`src/rtl/sprite_draw_engine_pkg.sv`:
```
// Shared constants and types for the sprite draw engine.
// Covers the screen geometry, the coordinate widths and the job/state encodings.
package sprite_draw_engine_pkg;

  localparam int SCREEN_W = 320;
  localparam int SCREEN_H = 240;
  localparam int X_W      = 9;
  localparam int Y_W      = 8;
  localparam int COLOUR_W = 3;
  localparam logic [COLOUR_W-1:0] TRANSPARENT = 3'b000;

  typedef enum logic { JOB_BG = 1'b0, JOB_CHAR = 1'b1 } job_t;

  typedef enum logic [1:0] { IDLE, ISSUE, PLOT, DONE } state_t;

  // Sums are one bit wider than the screen coordinates so they cannot wrap
  function automatic logic on_screen(input logic [X_W:0] x, input logic [Y_W:0] y);
    return (x < (X_W+1)'(SCREEN_W)) && (y < (Y_W+1)'(SCREEN_H));
  endfunction

endpackage

```
`src/rtl/sprite_draw_engine_if.sv`:
```
// Draw request/completion handshake between the movement controller and the engine.
interface sprite_draw_engine_if;
  import sprite_draw_engine_pkg::*;

  logic           drawBG;
  logic           drawChar;
  logic [X_W-1:0] xIn;
  logic [Y_W-1:0] yIn;
  logic           doneBG;
  logic           doneChar;
  logic           busy;

  modport master (output drawBG, drawChar, xIn, yIn, input doneBG, doneChar, busy);
  modport slave  (input drawBG, drawChar, xIn, yIn, output doneBG, doneChar, busy);

endinterface

```
`src/rtl/sprite_pixel_counter.sv`:
```
// Raster-order col/row walker over one sprite box.
// The last output flags the bottom-right pixel.
module sprite_pixel_counter
  import sprite_draw_engine_pkg::*;
#(
  parameter int SPRITE_W = 8,
  parameter int SPRITE_H = 8,
  localparam int CW = (SPRITE_W > 1) ? $clog2(SPRITE_W) : 1,
  localparam int RW = (SPRITE_H > 1) ? $clog2(SPRITE_H) : 1
) (
  input  logic          clock,
  input  logic          reset,
  input  logic          clear,
  input  logic          advance,
  output logic [CW-1:0] col,
  output logic [RW-1:0] row,
  output logic          last
);

  logic col_end;
  logic row_end;

  assign col_end = (col == CW'(SPRITE_W - 1));
  assign row_end = (row == RW'(SPRITE_H - 1));
  assign last    = col_end && row_end;

  always_ff @(posedge clock) begin
    if (reset || clear) begin
      col <= '0;
      row <= '0;
    end else if (advance) begin
      if (col_end) begin
        col <= '0;
        row <= row_end ? '0 : row + 1'b1;
      end else begin
        col <= col + 1'b1;
      end
    end
  end

endmodule

```
`src/rtl/sprite_draw_engine.sv`:
```
// Rasterises a SPRITE_W x SPRITE_H box from the background or character ROM
// into the VGA adapter, two cycles per pixel (address issue, then plot).
module sprite_draw_engine
  import sprite_draw_engine_pkg::*;
#(
  parameter int SPRITE_W = 8,
  parameter int SPRITE_H = 8,
  parameter int COLOUR_W = sprite_draw_engine_pkg::COLOUR_W,
  parameter logic [COLOUR_W-1:0] TRANSPARENT = sprite_draw_engine_pkg::TRANSPARENT,
  localparam int CA_W = (SPRITE_W * SPRITE_H > 1) ? $clog2(SPRITE_W * SPRITE_H) : 1,
  localparam int CW   = (SPRITE_W > 1) ? $clog2(SPRITE_W) : 1,
  localparam int RW   = (SPRITE_H > 1) ? $clog2(SPRITE_H) : 1
) (
  input  logic                 clock,
  input  logic                 reset,
  sprite_draw_engine_if.slave  host,
  output logic [16:0]          bgAddr,
  input  logic [COLOUR_W-1:0]  bgData,
  output logic [CA_W-1:0]      charAddr,
  input  logic [COLOUR_W-1:0]  charData,
  output logic [X_W-1:0]       vgaX,
  output logic [Y_W-1:0]       vgaY,
  output logic [COLOUR_W-1:0]  colour,
  output logic                 plot
);

  state_t         state_reg;
  job_t           job_reg;
  logic [X_W-1:0] base_x_reg;
  logic [Y_W-1:0] base_y_reg;
  logic           done_bg_reg;
  logic           done_char_reg;
  logic           busy_reg;

  logic [1:0]     req;
  logic [1:0]     pend_eff;
  logic [1:0]     clr;
  logic [X_W-1:0] x_eff [2];
  logic [Y_W-1:0] y_eff [2];

  logic           start;
  job_t           start_job;
  logic [X_W-1:0] start_x;
  logic [Y_W-1:0] start_y;

  logic [CW-1:0]  col;
  logic [RW-1:0]  row;
  logic           last;

  // Slot 0 holds the background request, slot 1 the character request
  assign req = {host.drawChar, host.drawBG};

  // One-deep pending slot per job type; a same-cycle request is visible immediately
  for (genvar gi = 0; gi < 2; gi++) begin : g_slot
    logic           pend_reg;
    logic [X_W-1:0] x_reg;
    logic [Y_W-1:0] y_reg;

    always_ff @(posedge clock) begin
      if (reset) begin
        pend_reg <= 1'b0;
        x_reg    <= '0;
        y_reg    <= '0;
      end else begin
        if (clr[gi])
          pend_reg <= 1'b0;
        else if (req[gi])
          pend_reg <= 1'b1;
        if (req[gi]) begin
          x_reg <= host.xIn;
          y_reg <= host.yIn;
        end
      end
    end

    assign pend_eff[gi] = pend_reg | req[gi];
    assign x_eff[gi]    = req[gi] ? host.xIn : x_reg;
    assign y_eff[gi]    = req[gi] ? host.yIn : y_reg;
  end

  assign start     = (state_reg == IDLE) && (|pend_eff);
  assign start_job = pend_eff[0] ? JOB_BG : JOB_CHAR;
  assign start_x   = pend_eff[0] ? x_eff[0] : x_eff[1];
  assign start_y   = pend_eff[0] ? y_eff[0] : y_eff[1];
  assign clr[0]    = start && pend_eff[0];
  assign clr[1]    = start && !pend_eff[0];

  sprite_pixel_counter #(
    .SPRITE_W (SPRITE_W),
    .SPRITE_H (SPRITE_H)
  ) u_counter (
    .clock   (clock),
    .reset   (reset),
    .clear   (start),
    .advance (state_reg == PLOT),
    .col     (col),
    .row     (row),
    .last    (last)
  );

  always_ff @(posedge clock) begin
    if (reset) begin
      state_reg     <= IDLE;
      job_reg       <= JOB_BG;
      base_x_reg    <= '0;
      base_y_reg    <= '0;
      done_bg_reg   <= 1'b0;
      done_char_reg <= 1'b0;
      busy_reg      <= 1'b0;
    end else begin
      done_bg_reg   <= 1'b0;
      done_char_reg <= 1'b0;
      unique case (state_reg)
        IDLE: begin
          if (start) begin
            job_reg    <= start_job;
            base_x_reg <= start_x;
            base_y_reg <= start_y;
            busy_reg   <= 1'b1;
            state_reg  <= ISSUE;
          end
        end
        ISSUE: state_reg <= PLOT;
        PLOT: begin
          if (last) begin
            done_bg_reg   <= (job_reg == JOB_BG);
            done_char_reg <= (job_reg == JOB_CHAR);
            state_reg     <= DONE;
          end else begin
            state_reg <= ISSUE;
          end
        end
        DONE: begin
          busy_reg  <= 1'b0;
          state_reg <= IDLE;
        end
        default: state_reg <= IDLE;
      endcase
    end
  end

  assign host.doneBG   = done_bg_reg;
  assign host.doneChar = done_char_reg;
  assign host.busy     = busy_reg;

  // Pixel coordinates; the extra top bit keeps off-screen pixels from aliasing
  logic [X_W:0] x_sum;
  logic [Y_W:0] y_sum;
  logic [16:0]  y_ext;
  logic         pix_on;
  logic         in_plot;

  assign x_sum  = {1'b0, base_x_reg} + (X_W+1)'(col);
  assign y_sum  = {1'b0, base_y_reg} + (Y_W+1)'(row);
  assign y_ext  = 17'(y_sum);
  assign pix_on = on_screen(x_sum, y_sum);

  assign bgAddr   = (y_ext << 8) + (y_ext << 6) + 17'(x_sum);
  assign charAddr = CA_W'(int'(row) * SPRITE_W + int'(col));

  assign in_plot = (state_reg == PLOT);
  assign vgaX    = x_sum[X_W-1:0];
  assign vgaY    = y_sum[Y_W-1:0];
  assign colour  = in_plot ? ((job_reg == JOB_CHAR) ? charData : bgData) : '0;
  assign plot    = in_plot && pix_on && !((job_reg == JOB_CHAR) && (charData == TRANSPARENT));

endmodule

```
`src/flat_wrapper.sv`:
```
// flat-port wrapper written by rule: the top's interface ports become plain ports
module sprite_draw_engine_flat import sprite_draw_engine_pkg::*;
#(
  parameter int SPRITE_W = 8,
  parameter int SPRITE_H = 8,
  parameter int COLOUR_W = sprite_draw_engine_pkg::COLOUR_W,
  parameter logic [COLOUR_W-1:0] TRANSPARENT = sprite_draw_engine_pkg::TRANSPARENT,
  localparam int CA_W = (SPRITE_W * SPRITE_H > 1) ? $clog2(SPRITE_W * SPRITE_H) : 1,
  localparam int CW   = (SPRITE_W > 1) ? $clog2(SPRITE_W) : 1,
  localparam int RW   = (SPRITE_H > 1) ? $clog2(SPRITE_H) : 1
)
  (clock, reset, bgAddr, bgData, charAddr, charData, vgaX, vgaY, colour, plot, host_drawBG, host_drawChar, host_xIn, host_yIn, host_doneBG, host_doneChar, host_busy);
  sprite_draw_engine_if host_i ();
  input  logic clock;
  input  logic reset;
  output logic [16:0] bgAddr;
  input  logic [COLOUR_W-1:0] bgData;
  output logic [CA_W-1:0] charAddr;
  input  logic [COLOUR_W-1:0] charData;
  output logic [X_W-1:0] vgaX;
  output logic [Y_W-1:0] vgaY;
  output logic [COLOUR_W-1:0] colour;
  output logic plot;
  input wire logic [$bits(host_i.drawBG)-1:0] host_drawBG;
  input wire logic [$bits(host_i.drawChar)-1:0] host_drawChar;
  input wire logic [$bits(host_i.xIn)-1:0] host_xIn;
  input wire logic [$bits(host_i.yIn)-1:0] host_yIn;
  output wire logic [$bits(host_i.doneBG)-1:0] host_doneBG;
  output wire logic [$bits(host_i.doneChar)-1:0] host_doneChar;
  output wire logic [$bits(host_i.busy)-1:0] host_busy;
  assign host_i.drawBG = host_drawBG;
  assign host_i.drawChar = host_drawChar;
  assign host_i.xIn = host_xIn;
  assign host_i.yIn = host_yIn;
  assign host_doneBG = host_i.doneBG;
  assign host_doneChar = host_i.doneChar;
  assign host_busy = host_i.busy;
  sprite_draw_engine #(.SPRITE_W(SPRITE_W), .SPRITE_H(SPRITE_H), .COLOUR_W(COLOUR_W), .TRANSPARENT(TRANSPARENT)) u_core (.clock(clock), .reset(reset), .host(host_i), .bgAddr(bgAddr), .bgData(bgData), .charAddr(charAddr), .charData(charData), .vgaX(vgaX), .vgaY(vgaY), .colour(colour), .plot(plot));
endmodule
```
`config.mk`:
```
export PLATFORM = sky130hd
export DESIGN_NAME = sprite_draw_engine_flat
export DESIGN_NICKNAME = d
export VERILOG_FILES = /design/src/rtl/sprite_draw_engine_pkg.sv /design/src/rtl/sprite_draw_engine_if.sv /design/src/rtl/sprite_pixel_counter.sv /design/src/rtl/sprite_draw_engine.sv /design/src/flat_wrapper.sv
export SDC_FILE = /design/constraint.sdc
export NUM_CORES = 1
export LEC_CHECK = 0
export BUFFER_PORTS_ARGS = -buffer_cell sky130_fd_sc_hd__buf_2
export CAP_MARGIN = 20
export CORE_ASPECT_RATIO = 0.75
export CORE_UTILIZATION = 51
export CTS_CLUSTER_SIZE = 24
export DETAILED_ROUTE_END_ITERATION = 8
export PLACE_DENSITY_LB_ADDON = 0.15
export SYNTH_ARGS = -nofsm -noshare
export SYNTH_HDL_FRONTEND = slang
export SYNTH_SLANG_ARGS = --single-unit
```
`constraint.sdc`:
```
create_clock -name clock -period 3.4 [get_ports clock]
set_input_delay 0.17 -clock clock [delete_from_list [all_inputs] [get_ports clock]]
set_output_delay 0.17 -clock clock [all_outputs]
set_load 0.1 [all_outputs]
```
* Word-level counts from Yosys, hierarchy flattened
Index checks and enable logic that the tools add are counted.
** Storage, ports and cells
- Register bits after elaboration :: 65
- Latch bits :: 0
- Bits in writable memories :: 0
- Memory bits (read-only) :: 0
- Input bits :: 27
- Output and inout bits :: 47
- Word-level logic and storage cells :: 72
- Memories :: 0
** Cells by class
- $add $sub $neg :: 7
- $mul :: 0
- Div/mod/pow operators :: 0
- Magnitude comparators :: 2
- Eq/ne operators :: 6
- Shifts and indexed selects :: 0
- Mux-type cells :: 16
- Bitwise operators :: 5
- Reduce and logical (&&, ||, !) cells :: 21
** Operator list (number)
- $mux 9 :: 3
- $mux 8 :: 3
- $add 17x10->17 :: 1
- $add 17x15->17 :: 1
- $mux 3 :: 4
- $add 9x3->10 :: 1
- $lt 10x9->1 const B :: 1
- $add 8x3->9 :: 1
- $lt 9x8->1 const B :: 1
- $logic_and 1x1->1 :: 8
- $pmux 2 s4 :: 1
- $add 3x1->3 const B :: 2
- $add 6x3->6 :: 1
- $eq 3x3->1 const B :: 2
- $reduce_and 2->1 :: 3
- $reduce_or 2->1 :: 3
- $eq 2x2->1 const B :: 2
- $mux 2 :: 2
- $logic_not 3->1 :: 1
- $not 1->1 :: 3
- $reduce_or 3->1 :: 1
- $eq 2x1->1 const B :: 1
- $logic_not 1->1 :: 2
- $logic_not 2->1 :: 1
- 6 further kinds :: 8

* Depth between registers and ports, before layout
Gate-level depths: netlist of the first run.
- Depth in word-level cells :: 5
- Mapped depth :: 15
- Depth with buffers taken out :: 15

* Modules after synthesis
Synthesis of the first run repeated with hierarchy kept, for this count alone.
** Second synthesis, totals
- Cells, all modules :: 370
- Area, all modules :: 3564.7 um^2
** By module, submodules not included
- sprite_draw_engine :: instances 1, cells each 340, area each 3245.6 um^2, seq. area each 1181.1 um^2
- sprite_pixel_counter :: instances 1, cells each 30, area each 319.1 um^2, seq. area each 120.1 um^2

* Worst setup path before layout of the first run
OpenSTA, ideal clock, no wires.
- Path type :: register -> output
- From :: register u_core.u_counter.row[0]
- To :: output port bgAddr[14]
- Arrival time :: 6.911 ns
- Required time :: 3.230 ns
- Slack :: -3.681 ns
- Stages on the path, launching flop included :: 14
- Path buffers :: 0
- Cells stage by stage :: dfxtp_1 ha_1 inv_1 fa_1 xnor2_1 inv_1 fa_1 inv_1 ha_1 a21o_1 a2111oi_4 nand2b_1 a21oi_1 xnor2_1
** On the way
- Longest elaborated chain between the ends :: 3
** RTL lines
- from (decl) :: line sprite_pixel_counter.sv:16 : output logic [RW-1:0] row,
- from (signal assigned) :: line sprite_pixel_counter.sv:34 : row <= row_end ? '0 : row + 1'b1;
- $add 8x3->9 :: line sprite_draw_engine.sv:154 : assign y_sum = {1'b0, base_y_reg} + (Y_W+1)'(row);
- named net vgaY[2] :: line flat_wrapper.sv:21 : output logic [Y_W-1:0] vgaY;
- $add 17x15->17 :: line sprite_draw_engine.sv:158 : assign bgAddr = (y_ext << 8) + (y_ext << 6) + 17'(x_sum);
- $add 17x10->17 :: line sprite_draw_engine.sv:158
- to (decl) :: line flat_wrapper.sv:16 : output logic [16:0] bgAddr;
The timed path passes the listed nets, and every way through them passes these cells.

* Final worst setup path of the first run
- From :: register u_core.base_x_reg[0]
- To :: output port bgAddr[16]
** On the way
- Longest elaborated chain between the ends :: 2
** RTL lines
- from (decl) :: line sprite_draw_engine.sv:29 : logic [X_W-1:0] base_x_reg;
- from (signal assigned) :: line sprite_draw_engine.sv:117 : base_x_reg <= start_x;
- $add 9x3->10 :: line sprite_draw_engine.sv:153 : assign x_sum = {1'b0, base_x_reg} + (X_W+1)'(col);
- $add 17x10->17 :: line sprite_draw_engine.sv:158
No other way between the ends.

==> impl_results.md, run 1 <==
- Synth Cell Area: just under 0.004 sq mm
- Bufs on Longest Clock Path: 2
- Main synth FF type: dfxtp_1
- Post-synth cell types: 49
- Required @ worst endpoint: 3.23 ns
- Pre-antenna DRT Iters: 5
- Post-synth net total: 504
- Core footprint: about 0.0074 sq mm
- Fillers: 580
- Routing usage on met2: 44.53%
- Static Leak: 0.002529 uW
- Final setup fails: 9
- Slew headroom: 37.66%
- Avg Inst Size Synth: 8.767 sq um
- Initial antenna violation count: 0
- Gr busiest metal: met2
- # IOs: 74
- Final Hold Violating Endpoints: 0
- Max rail drop VDD: 312.0 uV
- Worst reg2reg path startpoint: u_core.g_slot[0].pend_reg$_SDFFE_PP0P_
- Cts hold-fix bufs: 0
- Register area: 0.001323 sq mm
- WP data arrival: 4.04 ns
- RSZ-0062 raised after global routing: true
- Async SR Flop Fraction: 0%
- Reg2reg setup slack: 1.25 ns
- Diode count: 0
- Final nets: 603
- Non-Filler Instances: 651
- EDFF count, synth: 0
- Final Cycle Share: 123.9%
- Worst-path maximum fanout: 3
- Max reg flops: 18
- Fin area: 0.005411 sq mm
- Multi-input gate area: about 0.0028 sq mm
- # rows: 27
- Drt drc: 0
- Effective utilization at floorplan: between 50% and 60%
- Reg2reg end: u_core.u_counter.col[2]$_SDFFE_PP0P_
- Port bufs: 73
- CP Class: register to primary output
- Yosys reg bits: 65
- Post-synthesis sequential area ratio: 33.28%
- GR Util met3: 5.135%
- Iteration-0 DRC Markers: 190
- Number of global-route vias before repair: 3,402
- Area Growth Syn to Fin: 38.40%
- Overall routing resource usage: 26.61%
- GR Overflow Total: 0
- Fin. max-slew vios: 0
- Placed cell area: around 0.005 sq mm
- Clock H-tree levels: 3
- CTS tree: done
- Met1 Use GR: 34.51%
- Failing checks: negative setup slack
- Post-DP HPWL: approximately 7000 um
- Reg2Reg Depth: 4
- HP Class: primary input to register
- Share of cells above drive strength 1: 36.00%
- WP depth: 16
- Max Cap Viol: 0
- End of the critical path: bgAddr[16]
- Cells after Synth: 446
- Routed Antenna Nets: 0
- Status: finished, violations left
- Die span in y: 77.83 um
- Number of CTS-inserted buffers: 9
- Worst-path clk slew: 0.07 ns
- DR vias: 3,582
- CP Capture Type: primary output
- Crit path launch: u_core.base_x_reg[0]$_SDFFE_PP0P_
- Placer congestion estimate: 0.7801
- Worst path buffer plus inverter count: 3
- Placed Cells: ~630
- Fin crit period: 4.214 ns
- Pwr dens: 477.8 mW/mm^2
- Critical Path Start Type: register
- Clk_lat worst skew: 0.34 ns
- Final Skew: 0.008230 ns
- Die ar.: 0.008025 sq mm
- Synth Warn #: 0
- First-pass GRT wire length: 16,510 um
- Maximum clock frequency: roughly 240 MHz
- Largest net degree at the start of global routing: 45
- Worst-path cell chain: ha_4 -> inv_2 -> fa_2 -> nand2b_4 -> a21oi_4 -> nand3_2 -> xor2_2 -> fa_1 -> inv_1 -> ha_1 -> a21o_1 -> a2111oi_4 -> o21ai_1 -> a21oi_2 -> xnor2_4 -> buf_12
- Largest stage delay on the critical path: about 0.52 ns
- CP max-delay cell: fa_1
- Die Wd: ~100 um
- Root Buffer: clkbuf_8
- Total Routed Length: between 10,000 and 15,000 um
- Clk sink count: between 60 and 70
- CP delay by family, top: adder cells
- Final worst slack: -0.8135 ns
- Post-detailed-route wirelength per cell: ~15 um
- Vias per cell: around 5.5
- Actual slew at the worst max-slew pin: between 0.9 and 1 ns
[worst reg2reg max path, cell delays in order (launching register included)]
cell and delay, ns:
dfxtp_1 0.53, nor2_1 0.31, a211o_1 0.65, nand2b_1 0.34, a21oi_1 0.23
[per-stage QoR]
step / setup TNS (ns) / util, % / setup slack (ns) / hold WS, ns / power (uW)
after global placement: -1.504 / 69.64 / -0.4796 / 0.4432 / 1946
after detailed placement: -1.975 / 69.64 / -0.5693 / 0.4560 / 1968
after CTS: -3.654 / 73.28 / -0.8171 / 0.09749 / 2595
after global routing: -5.404 / 73.48 / -1.008 / 0.1079 / 2709
final: -3.879 / 73.48 / -0.8135 / 0.1061 / 2585
after floorplan: -6.244 / - / -1.053 / 0.3172 / 1702
[area by class of cell]
class	instances	share of cell area (%)
repair buffers	121	15.91
clock inverters	4	0.4624
well taps	101	2.335
flip-flops and latches	65	24.44
multi-input cells	327	52.28
inverters	21	1.526
clock buffers	12	3.052
[logic make-up after synthesis]
| family | after synthesis | share of synthesized area, % |
|---|---|---|
| compound gates | 90 | 16.42 |
| flops | 65 | 33.28 |
| buf+inv | 54 | 6.240 |
| fa+ha+maj | 31 | 10.88 |
| simple gates | 148 | 19.01 |
| mux | 37 | 9.472 |
| xor+xnor | 21 | 4.704 |
[power by group]
group	switching (uW)	internal, uW	total (uW)
sequential	48.2	810	858
combinational	747	363	1110
clock	293	323	617
[routing by layer]
metal,wire length [um],part of all wire [%]
met1,4584,46
met4,104,1.0
met2,4885,49
met5,0,0
met3,449,4.5
[cell usage in the layout, fill, tap and decap left out, drive strengths merged, types with 3 or more instances in the layout]
cell type	count
o2111ai	18
nand2b	40
nand3	8
clkinv	3
xnor2	16
nor3	4
nand2	33
a21o	4
nor2	48
inv	21
buf	121
ha	26
a21oi	35
dfxtp	65
fa	5
o22ai	17
clkbuf	12
xor2	5
nor4b	3
mux2i	37
o21ai	4
[repair_timing]
action / in CTS / in global routing
pin swaps: 13 / 12
resized for setup: 12 / 0
endpoints found under the setup margin: 9 / 9
setup buffers: 3 / 2
[synthesized netlist by cell type, drive strengths merged (2+ instances only)]
master	instances	area, sq um
o22ai	17	106.4
a211oi	2	20.02
buf	19	111.4
inv	21	78.82
xnor2	16	140.1
a21o	4	30.03
and2	2	12.51
o41ai	2	17.52
o2111ai	18	175.2
fa	5	100.1
nor3	4	25.02
nor4b	3	26.28
xor2	5	43.79
o21ai	4	20.02
mux2i	37	370.4
and3	2	12.51
nor2b	2	20.02
nand3	8	40.04
ha	26	325.3
nor2	48	182.7
a21oi	35	182.7
nand2	33	123.9
clkbuf	14	53.80
nand2b	40	250.2
dfxtp	65	1301
[worst min path at each step]
stage | start | endpoint | slack [ns] | cells after the start
6_report | host_xIn[2] | u_core.g_slot[0].x_reg[2]$_SDFF_PP0_ | 0.11 | 3
5_1_grt | host_xIn[7] | u_core.g_slot[0].x_reg[7]$_SDFF_PP0_ | 0.11 | 3
4_1_cts | host_xIn[2] | u_core.g_slot[0].x_reg[2]$_SDFF_PP0_ | 0.1 | 3
3_5_place_dp | u_core.host.busy$_SDFFE_PP0P_ | u_core.host.busy$_SDFFE_PP0P_ | 0.46 | 2
3_3_place_gp | host_yIn[6] | u_core.g_slot[0].y_reg[6]$_SDFF_PP0_ | 0.44 | 3
2_1_floorplan | host_xIn[0] | u_core.g_slot[0].x_reg[0]$_SDFF_PP0_ | 0.32 | 2
(Power assumes the default switching activity.)
==> run 2: changes to the inputs <==
Settings changed: ABC_AREA set to 1, CORE_UTILIZATION 51 to 50.
==> run 2 against run 1 <==
Against the previous run:
- the run still ends with negative setup slack left
- clock skew rose by 0.0029 ns
- critical path depth rose by 1
- non-clock buffer count down 26
- total power grew 12%
- worst hold slack better by 0.088 ns
- register-to-register slack improved by 0.50 ns
- first-iteration DRC count increased by 1.1%
- via count grew 2.8%
- critical path type unchanged
- largest cell class unchanged
- maximum frequency increased by 14%
- synthesized cell count rose by 20%
==> impl_results.md, run 2 <==
- Status: finished, violations left
- Failing checks: negative setup slack
- Diode count: 0
- Critical Path Start Type: register
- Maximum clock frequency: 271.5 MHz
- Commonest cells after routing, fill and taps aside: nand2_1 (104), inv_1 (74), buf_2 (64), dfxtp_1 (57), nor2_1 (50)
- DR vias: 3,683
- Worst-path maximum fanout: 3
- Fin crit period: 3.683 ns
- Yosys top cell by area: dfxtp_1
- # IOs: 74
- GR Overflow Total: 0
- Fin. max-slew vios: 0
- Number of global-route vias before repair: 3,448
- Post-DP HPWL: slightly above 7000 um
- Synth Cell Area: ~0.0039 sq mm
- Routed Antenna Nets: 0
- Core footprint: about 0.0074 sq mm
- Yosys top cell area share: 33.58%
- Cts hold-fix bufs: 0
- CP Class: register to primary output
- Final worst slack: -0.2830 ns
- Final setup fails: 7
- Post-synth top cells: nand2_1 (114), inv_1 (85), dfxtp_1 (65)
- Bufs on Longest Clock Path: 2
- Final Cycle Share: 108.3%
- Port bufs: 73
- Die ar.: 0.008110 sq mm
- First-pass GRT wire length: 16,230 um
- Fillers: between 500 and 600
- Cells after Synth: between 500 and 600
- Final hold slack: 0.1943 ns
- Area Growth Syn to Fin: 36.91%
- Effective utilization at floorplan: a little over half
- Drt drc: 0
- Post-synthesis sequential area ratio: 33.58%
- Share of cells above drive strength 1: 33.71%
- Iteration-0 DRC Markers: 192
- Largest net degree at the start of global routing: 57
- EDFF count, synth: 0
- Largest stage delay on the critical path: 0.46 ns
- CTS tree: done
- Max rail drop VDD: about 350 uV
- CP Capture Type: primary output
- Final core utilization: between 70% and 80%
- WP data arrival: 3.51 ns
- Post-synth net total: 593
- Die Wd: 103.7 um
- Clock H-tree levels: 3
- Clk sink count: 65
- Pre-antenna DRT Iters: 7
- Final nets: 673
- Non-Filler Instances: around 720
- Top post-synthesis cells by area: dfxtp_1 (34%), nand2_1 (11%), ha_1 (8.4%)
- Top-count cell post-synth: nand2_1
- Yosys reg bits: 65
- Required @ worst endpoint: 3.23 ns
- HP Class: primary input to register
- Tot Pwr: ~2900 uW
- Number of CTS-inserted buffers: 9
- Clk_lat worst skew: 0.35 ns
- Max Cap Viol: 0
- Main synth FF type: dfxtp_1
- Overall routing resource usage: 25.12%
- Placed Cells: 698
- Actual slew at the worst max-slew pin: roughly 0.69 ns
- Reg2reg setup slack: 1.75 ns
- Static Leak: 0.002532 uW
- Worst-path clk slew: roughly 0.070 ns
- Max reg flops: 18
- Pwr dens: about 550 mW/mm^2
- Synth Warn #: 0
- Die span in y: 78.24 um
- Vias per cell: 5.108
- Async SR Flop Fraction: 0%
- Final Hold Violating Endpoints: 0
- Avg Inst Size Synth: 7.243 sq um
- Initial antenna violation count: 0
- Post-detailed-route wirelength per cell: roughly 13 um
- TNS Setup: -1.505 ns
- Placer congestion estimate: 0.8482
- Total Routed Length: 9571 um
- Final Skew: 0.01117 ns
- # rows: 27
- Root Buffer: clkbuf_8
- RSZ-0062 raised after global routing: true
- Worst-path cell chain: ha_4 -> inv_2 -> fa_2 -> inv_2 -> nand2_2 -> nand2_2 -> nand2_4 -> o21ai_4 -> nand2_8 -> inv_4 -> fa_2 -> fa_2 -> o21ai_4 -> nand4_1 -> nand2_2 -> xor2_4 -> buf_12
- Slew headroom: 53.72%
- Commonest non-fill, non-tap cell in the layout: nand2_1
- Post-synth cell types: 39
- CP max-delay cell: fa_2
## run 2: changes by cell type in the layout (fill, tap and decap cells not counted), sizes merged, moves of 17 or more
cell     change
nand2       +85
inv         +63
nand2b      -40
mux2i       -37
o21ai       +32
buf         -26
o2111ai     -18
o21a        +17
## run 2: worst max-delay path: cells and delay by family, from the launching register on
family / cells / cell delay (ns)
adder cells (fa/ha/maj): 4 / 1.33
AND/OR/NAND/NOR: 6 / 0.57
AO/OA/AOI/OAI: 2 / 0.41
flip-flops: 1 / 0.36
buffers and inverters: 4 / 0.33
XOR/XNOR: 1 / 0.17
## run 2: logic make-up (layout without fill, tap and decap cells)
logic type                 after synthesis  count (layout)  synth area share (%)
AOI/OAI and AO/OA                      110             110                 17.73
adders and majority gates               31              31                 10.98
buffers and inverters                  113             198                 12.46
and+or+nand+nor                        203             203                 22.31
DFF                                     65              65                 33.58
xor gates and xnor gates                13              13                 2.938
## run 2: where the power goes
group          leakage, uW  internal (uW)  switching, uW  total [uW]
logic              0.00188            388            919        1310
registers         0.000543            818           39.6         857
clock network     0.000107            435            295         729
## run 2: layout make-up
type	instances	area, sq um	area share, %
Clock buffer	12	145.1	2.736
Sequential cell	65	1324	24.95
Clock inverter	4	76.32	1.439
Inverter	87	340.3	6.415
Multi-Input combinational cell	357	2624	49.46
Tap cell	101	126.4	2.382
Timing Repair Buffer	95	669.4	12.62
## run 2: path summary, 6_finish.rpt
check | startpoint | end | cells past startpoint
setup / recovery | u_core.base_x_reg[0]$_SDFFE_PP0P_ | bgAddr[15] | 17
hold reg to reg | u_core.base_x_reg[2]$_SDFFE_PP0P_ | u_core.base_x_reg[2]$_SDFFE_PP0P_ | 2
hold / removal | host_yIn[3] | u_core.g_slot[1].y_reg[3]$_SDFF_PP0_ | 5
setup reg to reg | u_core.g_slot[0].pend_reg$_SDFFE_PP0P_ | u_core.g_slot[0].pend_reg$_SDFFE_PP0P_ | 6
## run 2: timing repair
| action | in CTS | in global routing |
|---|---|---|
| endpoints found under the setup margin | 9 | 9 |
| setup buffers | 2 | 5 |
| pin swaps | 11 | 19 |
| gates resized for setup | 19 | 25 |
## run 2: layer usage
metal,track usage (%),up-vias,part of all wire (%)
li1,-,1855,-
met1,32.13,1709,46
met3,4.734,11,4.9
met2,42.75,108,48
met5,0,-,0
met4,8.714,0,1.2
## run 2: per-stage QoR
step / cell area [sq um] / worst slack [ns]
finish: 5305 / -0.2830
global route: 5305 / -0.4139
CTS: 5146 / -0.2875
detailed placement: 4852 / -0.1428
global placement: 4852 / -0.04346
floorplan: 4269 / -0.6648
